### config.mk
export PLATFORM = sky130hd
export DESIGN_NAME = note_player_scheduler
export DESIGN_NICKNAME = d
export VERILOG_FILES = /design/src/rtl/note_player_scheduler_pkg.sv /design/src/rtl/note_player_scheduler_np_duration_counter.sv /design/src/rtl/note_player_scheduler.sv
export SDC_FILE = /design/constraint.sdc
export NUM_CORES = 1
export LEC_CHECK = 0
export CORE_MARGIN = 2
export CORE_UTILIZATION = 30
export CTS_CLUSTER_DIAMETER = 60
export DETAILED_ROUTE_END_ITERATION = 8
export SLEW_MARGIN = 10
export SYNTH_ARGS = -nofsm -noshare
export SYNTH_HDL_FRONTEND = slang
export SYNTH_SLANG_ARGS = --single-unit
### constraint.sdc
create_clock -name clk -period 3.7 [get_ports clk]
set_input_delay 0.37 -clock clk [delete_from_list [all_inputs] [get_ports clk]]
set_output_delay 0.37 -clock clk [all_outputs]
set_load 0.005 [all_outputs]
### src/rtl/note_player_scheduler_pkg.sv
// Shared definitions for the song-player note scheduler: mode encodings,
// note/duration widths and the bit layout of a song_note word.
package note_player_scheduler_pkg;

  localparam int NOTE_W   = 6;
  localparam int DUR_W    = 6;
  localparam int DUR_MSB  = 11;
  localparam int DUR_LSB  = 6;
  localparam int NOTE_MSB = 5;

  typedef enum logic [1:0] {
    JAM_SESH    = 2'b00,
    COMPOSER    = 2'b01,
    SONG_PLAYER = 2'b10
  } mode_e;

  typedef enum logic {
    NP_IDLE    = 1'b0,
    NP_PLAYING = 1'b1
  } player_state_e;

endpackage

### src/rtl/note_player_scheduler_np_duration_counter.sv
// One note player's lifetime: holds the remaining beat count while playing
// and emits a registered one-cycle release when it expires or is flushed.
module np_duration_counter
  import note_player_scheduler_pkg::*;
(
  input  logic             clk,
  input  logic             reset,
  input  logic             load_i,
  input  logic [DUR_W-1:0] duration_i,
  input  logic             tick_i,
  input  logic             flush_i,
  output logic             busy_o,
  output logic             release_o
);

  player_state_e    state_q, state_d;
  logic [DUR_W-1:0] cnt_q, cnt_d;
  logic             release_q, release_d;

  // A load never coincides with a decrement: the player is idle on the load edge.
  always_comb begin
    state_d   = state_q;
    cnt_d     = cnt_q;
    release_d = 1'b0;
    case (state_q)
      NP_IDLE: begin
        if (load_i && !flush_i) begin
          state_d = NP_PLAYING;
          cnt_d   = duration_i;
        end
      end
      NP_PLAYING: begin
        if (flush_i) begin
          state_d   = NP_IDLE;
          cnt_d     = '0;
          release_d = 1'b1;
        end else if (tick_i) begin
          if (cnt_q <= DUR_W'(1)) begin
            state_d   = NP_IDLE;
            cnt_d     = '0;
            release_d = 1'b1;
          end else begin
            cnt_d = cnt_q - DUR_W'(1);
          end
        end
      end
      default: begin
        state_d = NP_IDLE;
        cnt_d   = '0;
      end
    endcase
  end

  always_ff @(posedge clk) begin
    if (!reset) begin
      state_q   <= NP_IDLE;
      cnt_q     <= '0;
      release_q <= 1'b0;
    end else begin
      state_q   <= state_d;
      cnt_q     <= cnt_d;
      release_q <= release_d;
    end
  end

  assign busy_o    = (state_q == NP_PLAYING);
  assign release_o = release_q;

endmodule

### src/rtl/note_player_scheduler.sv
// Assigns incoming song notes to the lowest-index free note player and
// presents a registered load/note/busy/release interface to the synth.
module note_player_scheduler
  import note_player_scheduler_pkg::*;
#(
  parameter int NUM_PLAYERS = 3
) (
  input  logic                          clk,
  input  logic                          reset,
  input  logic [1:0]                    state,
  input  logic                          play,
  input  logic                          beat,
  input  logic                          load_new_note,
  input  logic [DUR_W+NOTE_W-1:0]       song_note,
  output logic [NUM_PLAYERS-1:0]        np_load,
  output logic [NUM_PLAYERS*NOTE_W-1:0] np_note,
  output logic [NUM_PLAYERS-1:0]        np_busy,
  output logic [NUM_PLAYERS-1:0]        np_release,
  output logic                          all_busy,
  output logic                          note_dropped
);

  logic                          active;
  logic                          tick;
  logic                          loadValid;
  logic [NOTE_W-1:0]             noteVal;
  logic [DUR_W-1:0]              durVal;
  logic [NUM_PLAYERS-1:0]        grant;
  logic                          freeFound;
  logic [NUM_PLAYERS-1:0]        loadVec;
  logic [NUM_PLAYERS-1:0]        np_load_q, np_load_d;
  logic [NUM_PLAYERS*NOTE_W-1:0] np_note_q, np_note_d;
  logic                          note_dropped_q, note_dropped_d;

  assign active    = (state == SONG_PLAYER);
  assign tick      = beat & play & active;
  assign noteVal   = song_note[NOTE_MSB:0];
  assign durVal    = song_note[DUR_MSB:DUR_LSB];
  assign loadValid = load_new_note & active & (|noteVal) & (|durVal);

  // Busy flags are registered, so a player releasing on this edge still looks taken.
  always_comb begin
    grant     = '0;
    freeFound = 1'b0;
    for (int i = 0; i < NUM_PLAYERS; i++) begin
      if (!np_busy[i] && !freeFound) begin
        grant[i]  = 1'b1;
        freeFound = 1'b1;
      end
    end
  end

  always_comb begin
    loadVec        = loadValid ? grant : '0;
    note_dropped_d = loadValid & ~freeFound;
    np_load_d      = loadVec;
    np_note_d      = np_note_q;
    for (int i = 0; i < NUM_PLAYERS; i++) begin
      if (loadVec[i]) np_note_d[i*NOTE_W +: NOTE_W] = noteVal;
    end
  end

  always_ff @(posedge clk) begin
    if (!reset) begin
      np_load_q      <= '0;
      np_note_q      <= '0;
      note_dropped_q <= 1'b0;
    end else begin
      np_load_q      <= np_load_d;
      np_note_q      <= np_note_d;
      note_dropped_q <= note_dropped_d;
    end
  end

  for (genvar g = 0; g < NUM_PLAYERS; g++) begin : gPlayer
    np_duration_counter uCounter (
      .clk       (clk),
      .reset     (reset),
      .load_i    (loadVec[g]),
      .duration_i(durVal),
      .tick_i    (tick),
      .flush_i   (!active),
      .busy_o    (np_busy[g]),
      .release_o (np_release[g])
    );
  end

  assign np_load      = np_load_q;
  assign np_note      = np_note_q;
  assign note_dropped = note_dropped_q;
  assign all_busy     = &np_busy;

endmodule

==> flow_summary.yaml <==
hold_path:
  whs_path_depth: 2
  hold_class: "reg2reg"
worst_setup_path:
  crit_type: "in2reg"
  crit_path_max_fanout: 12
  path_delay_family: "compound AO/OA/AOI/OAI gates"
  path_buf_inv: 1
  cp-end-kind: "flip-flop"
  worstPathRequired_ps: 3900
  cp_slowest_stage_delay_ps: 650
  startpoint_type: "primary input"
  cp_data_arrival_time_ps: 2550
  crit_cells: 6
  reg2regPathDepth: 5
  slowest_stage: "o22ai_1"
  path_cells: "clkdlybuf4s50_1 -> nand2b_1 -> a21oi_2 -> o22ai_1 -> o21ai_0 -> a32o_1"
synthesis:
  async_flop_share: 0
  synth.distinct_cells: 55
  synth-warning-count: 0
  synthCells: 285
  ys.flop_type: "dfxtp_1"
  postSynthAreaPerCell_um2: 8.51
  syn_area_um2: 2430
  syn_nets: 310
  ys_ff_latch: 46
  synth-seq-area-share: 0.380
  synth-edff-count: 0
grt:
  grt_max_degree: 23
  antenna_found_initial: 0
  met2_usage: 0.254
  grt_busiest_layer: "met2"
  grt_pass1_vias: 2084
  grt_pass1_wl_um: 10300
  met3_usage: 0.0313
  track_usage: 0.147
  use_met1: 0.186
  grt_overflow: 0
clocking:
  cts_inserted_buffers: 5
  cts_hold_buf: 0
  clk_latency_ps: 300
  cts_tree: "yes"
  cts.sinks: 46
  postCtsSetupRepairBufs: 0
  cts_resized: 0
  clk_pin_slew_ps: 90
  htreeDepth: 2
  cts-root-buf: "clkbuf_8"
  cts_buffer_depth: 2
finish:
  diodes: 0
  fin_nets: 348
  fillers: 807
  design_area_um2: 3010
  layout-drive-gt1-share: 0.105
  fin_util: 0.388
  area_growth_pct: 24.2
  fin_cells: 426
drt:
  drtIter0Drc: 120
  detail-route-antenna-nets: 0
  drc_errors: 0
  num_vias: 2223
  first_pass_iters: 4
  vias_per_cell: 5.22
  wire_per_inst_um: 15.0
  wirelength_um: 6370
power:
  power_leakage_nw: 1.06
  power.share.switching: 0.269
  switchingPower_mw: 0.252
  seqPwrFrac: 0.545
  p_int_mw: 0.684
  comb_power_share: 0.120
  pwr-share-clk: 0.334
  vdd_ir_drop_max_uv: 110
  powerDensity_nw_per_um2: 311
placed_design:
  pre_cts_ws_ps: 1020
  gp_congestion: 0.774
  hpwl_um: 4830
  placedCellCount: 418
  placed_cell_area_um2: 2920
  io_buffers: 47
timing:
  relSlewSlack: 0.482
  rsz0062_at_grt: "no"
  period_minus_slack_ps: 2350
  finalWorstSetupSlack_ps: 1350
  setup_violations: 0
  period_share: 0.634
  slew_viol_final: 0
  finClkSkew_ps: 9.23
  worst_pin_slew_ps: 778
  finalHoldViolCount: 0
  clock.fmax_mhz: 426
  fin_tns_setup_ps: 0
floorplan:
  ioPinCount: 48
  initial_core_util: 0.312
  die_w_um: 93.9
  rows: 32
  die_area_um2: 8820
  core_um2: 7770
  die-height_um: 93.9
status:
  status: "completed"
run:
  drv_cap: 0
worst reg2reg max path, cell delays in order (launching register included):
cell,delay [ps]
dfxtp_1,450
inv_1,260
nand4_1,160
o22ai_1,650
o21ai_0,210
a32o_1,240
sequential cells by signal, summed over array words and instances, names as in the netlist:
| register | count |
|---|---|
| gPlayer.uCounter.cnt_q | 18 |
| np_note | 18 |
| gPlayer.uCounter.busy_o | 3 |
| gPlayer.uCounter.release_o | 3 |
| np_load | 3 |
| note_dropped | 1 |
power groups by stage:
stage               logic [mW]  registers (mW)  clock network (mW)
finish                   0.113           0.510               0.313
global route             0.124           0.512               0.340
detailed placement       0.112           0.522                   0
floorplan               0.0651           0.519                   0
global placement         0.112           0.522                   0
CTS                      0.113           0.510               0.324
through the flow:
step           power, mW  hold slack, ps
5_1_grt            0.975             483
2_1_floorplan      0.584             451
6_report           0.936             465
3_5_place_dp       0.634             456
3_3_place_gp       0.634             452
4_1_cts            0.948             468
layout make-up:
type | count | area (µm²) | share of cell area
inverters | 18 | 67.6 | 0.0224
repair buffers | 51 | 500 | 0.166
multi-input cells | 201 | 1310 | 0.434
flip-flops and latches | 46 | 921 | 0.306
clock buffers | 5 | 68.8 | 0.0228
clock inverters | 3 | 21.3 | 0.00706
well taps | 102 | 128 | 0.0424
layout by cell type, fill, tap and decap left out, drive strengths merged, types with 5 or more instances in the layout:
| master | n |
|---|---|
| ha | 6 |
| a21oi | 24 |
| clkbuf | 5 |
| nor3 | 7 |
| a211oi | 8 |
| o21ai | 6 |
| inv | 18 |
| nor2 | 22 |
| nand3 | 17 |
| dfxtp | 46 |
| nand2 | 41 |
| o22ai | 8 |
| clkdlybuf4s50 | 47 |
| mux2i | 7 |
| nor4 | 8 |
worst paths after layout:
path                                    from                           end  slack (ps)
hold reg to reg                   np_note[4]                    np_note[4]         470
hold / removal                    np_note[4]                    np_note[4]         470
setup reg to reg  gPlayer[1].uCounter.busy_o  gPlayer[1].uCounter.cnt_q[2]        1620
setup / recovery                    state[0]  gPlayer[1].uCounter.cnt_q[2]        1350
Yosys cell counts, types with 3 or more instances:
cell | count | share of area
nand4_1 | 3 | 0.0077
a21oi_1 | 22 | 0.045
mux2i_1 | 7 | 0.029
o22ai_1 | 8 | 0.021
nor3_1 | 6 | 0.012
or3_1 | 3 | 0.0077
nor4_2 | 3 | 0.015
o32ai_1 | 3 | 0.011
buf_4 | 8 | 0.025
nor2_1 | 21 | 0.032
a211oi_2 | 5 | 0.026
nor4_1 | 3 | 0.0077
buf_6 | 3 | 0.014
a31oi_1 | 3 | 0.0077
clkbuf_1 | 6 | 0.0093
a211oi_1 | 3 | 0.0093
o21ai_0 | 3 | 0.0062
inv_1 | 17 | 0.026
ha_1 | 6 | 0.031
a32o_1 | 4 | 0.017
nand3_1 | 17 | 0.035
o21ai_1 | 3 | 0.0062
and3_1 | 3 | 0.0077
a22oi_2 | 3 | 0.015
buf_2 | 3 | 0.0062
dfxtp_1 | 46 | 0.38
nand2_1 | 40 | 0.062
metal layers:
metal  wire length, µm  share of wire
met3               256          0.040
met4                68          0.011
met2              3230           0.51
met5                 0              0
met1              2810           0.44
cell families after synthesis:
logic type,count (synthesis),synth area share
AOI/OAI and AO/OA,77,0.240
muxes,7,0.0289
buffers and inverters,38,0.0820
and+or+nand+nor,111,0.239
adders and majority gates,6,0.0309
DFF,46,0.380
(Power assumes the default switching activity.)
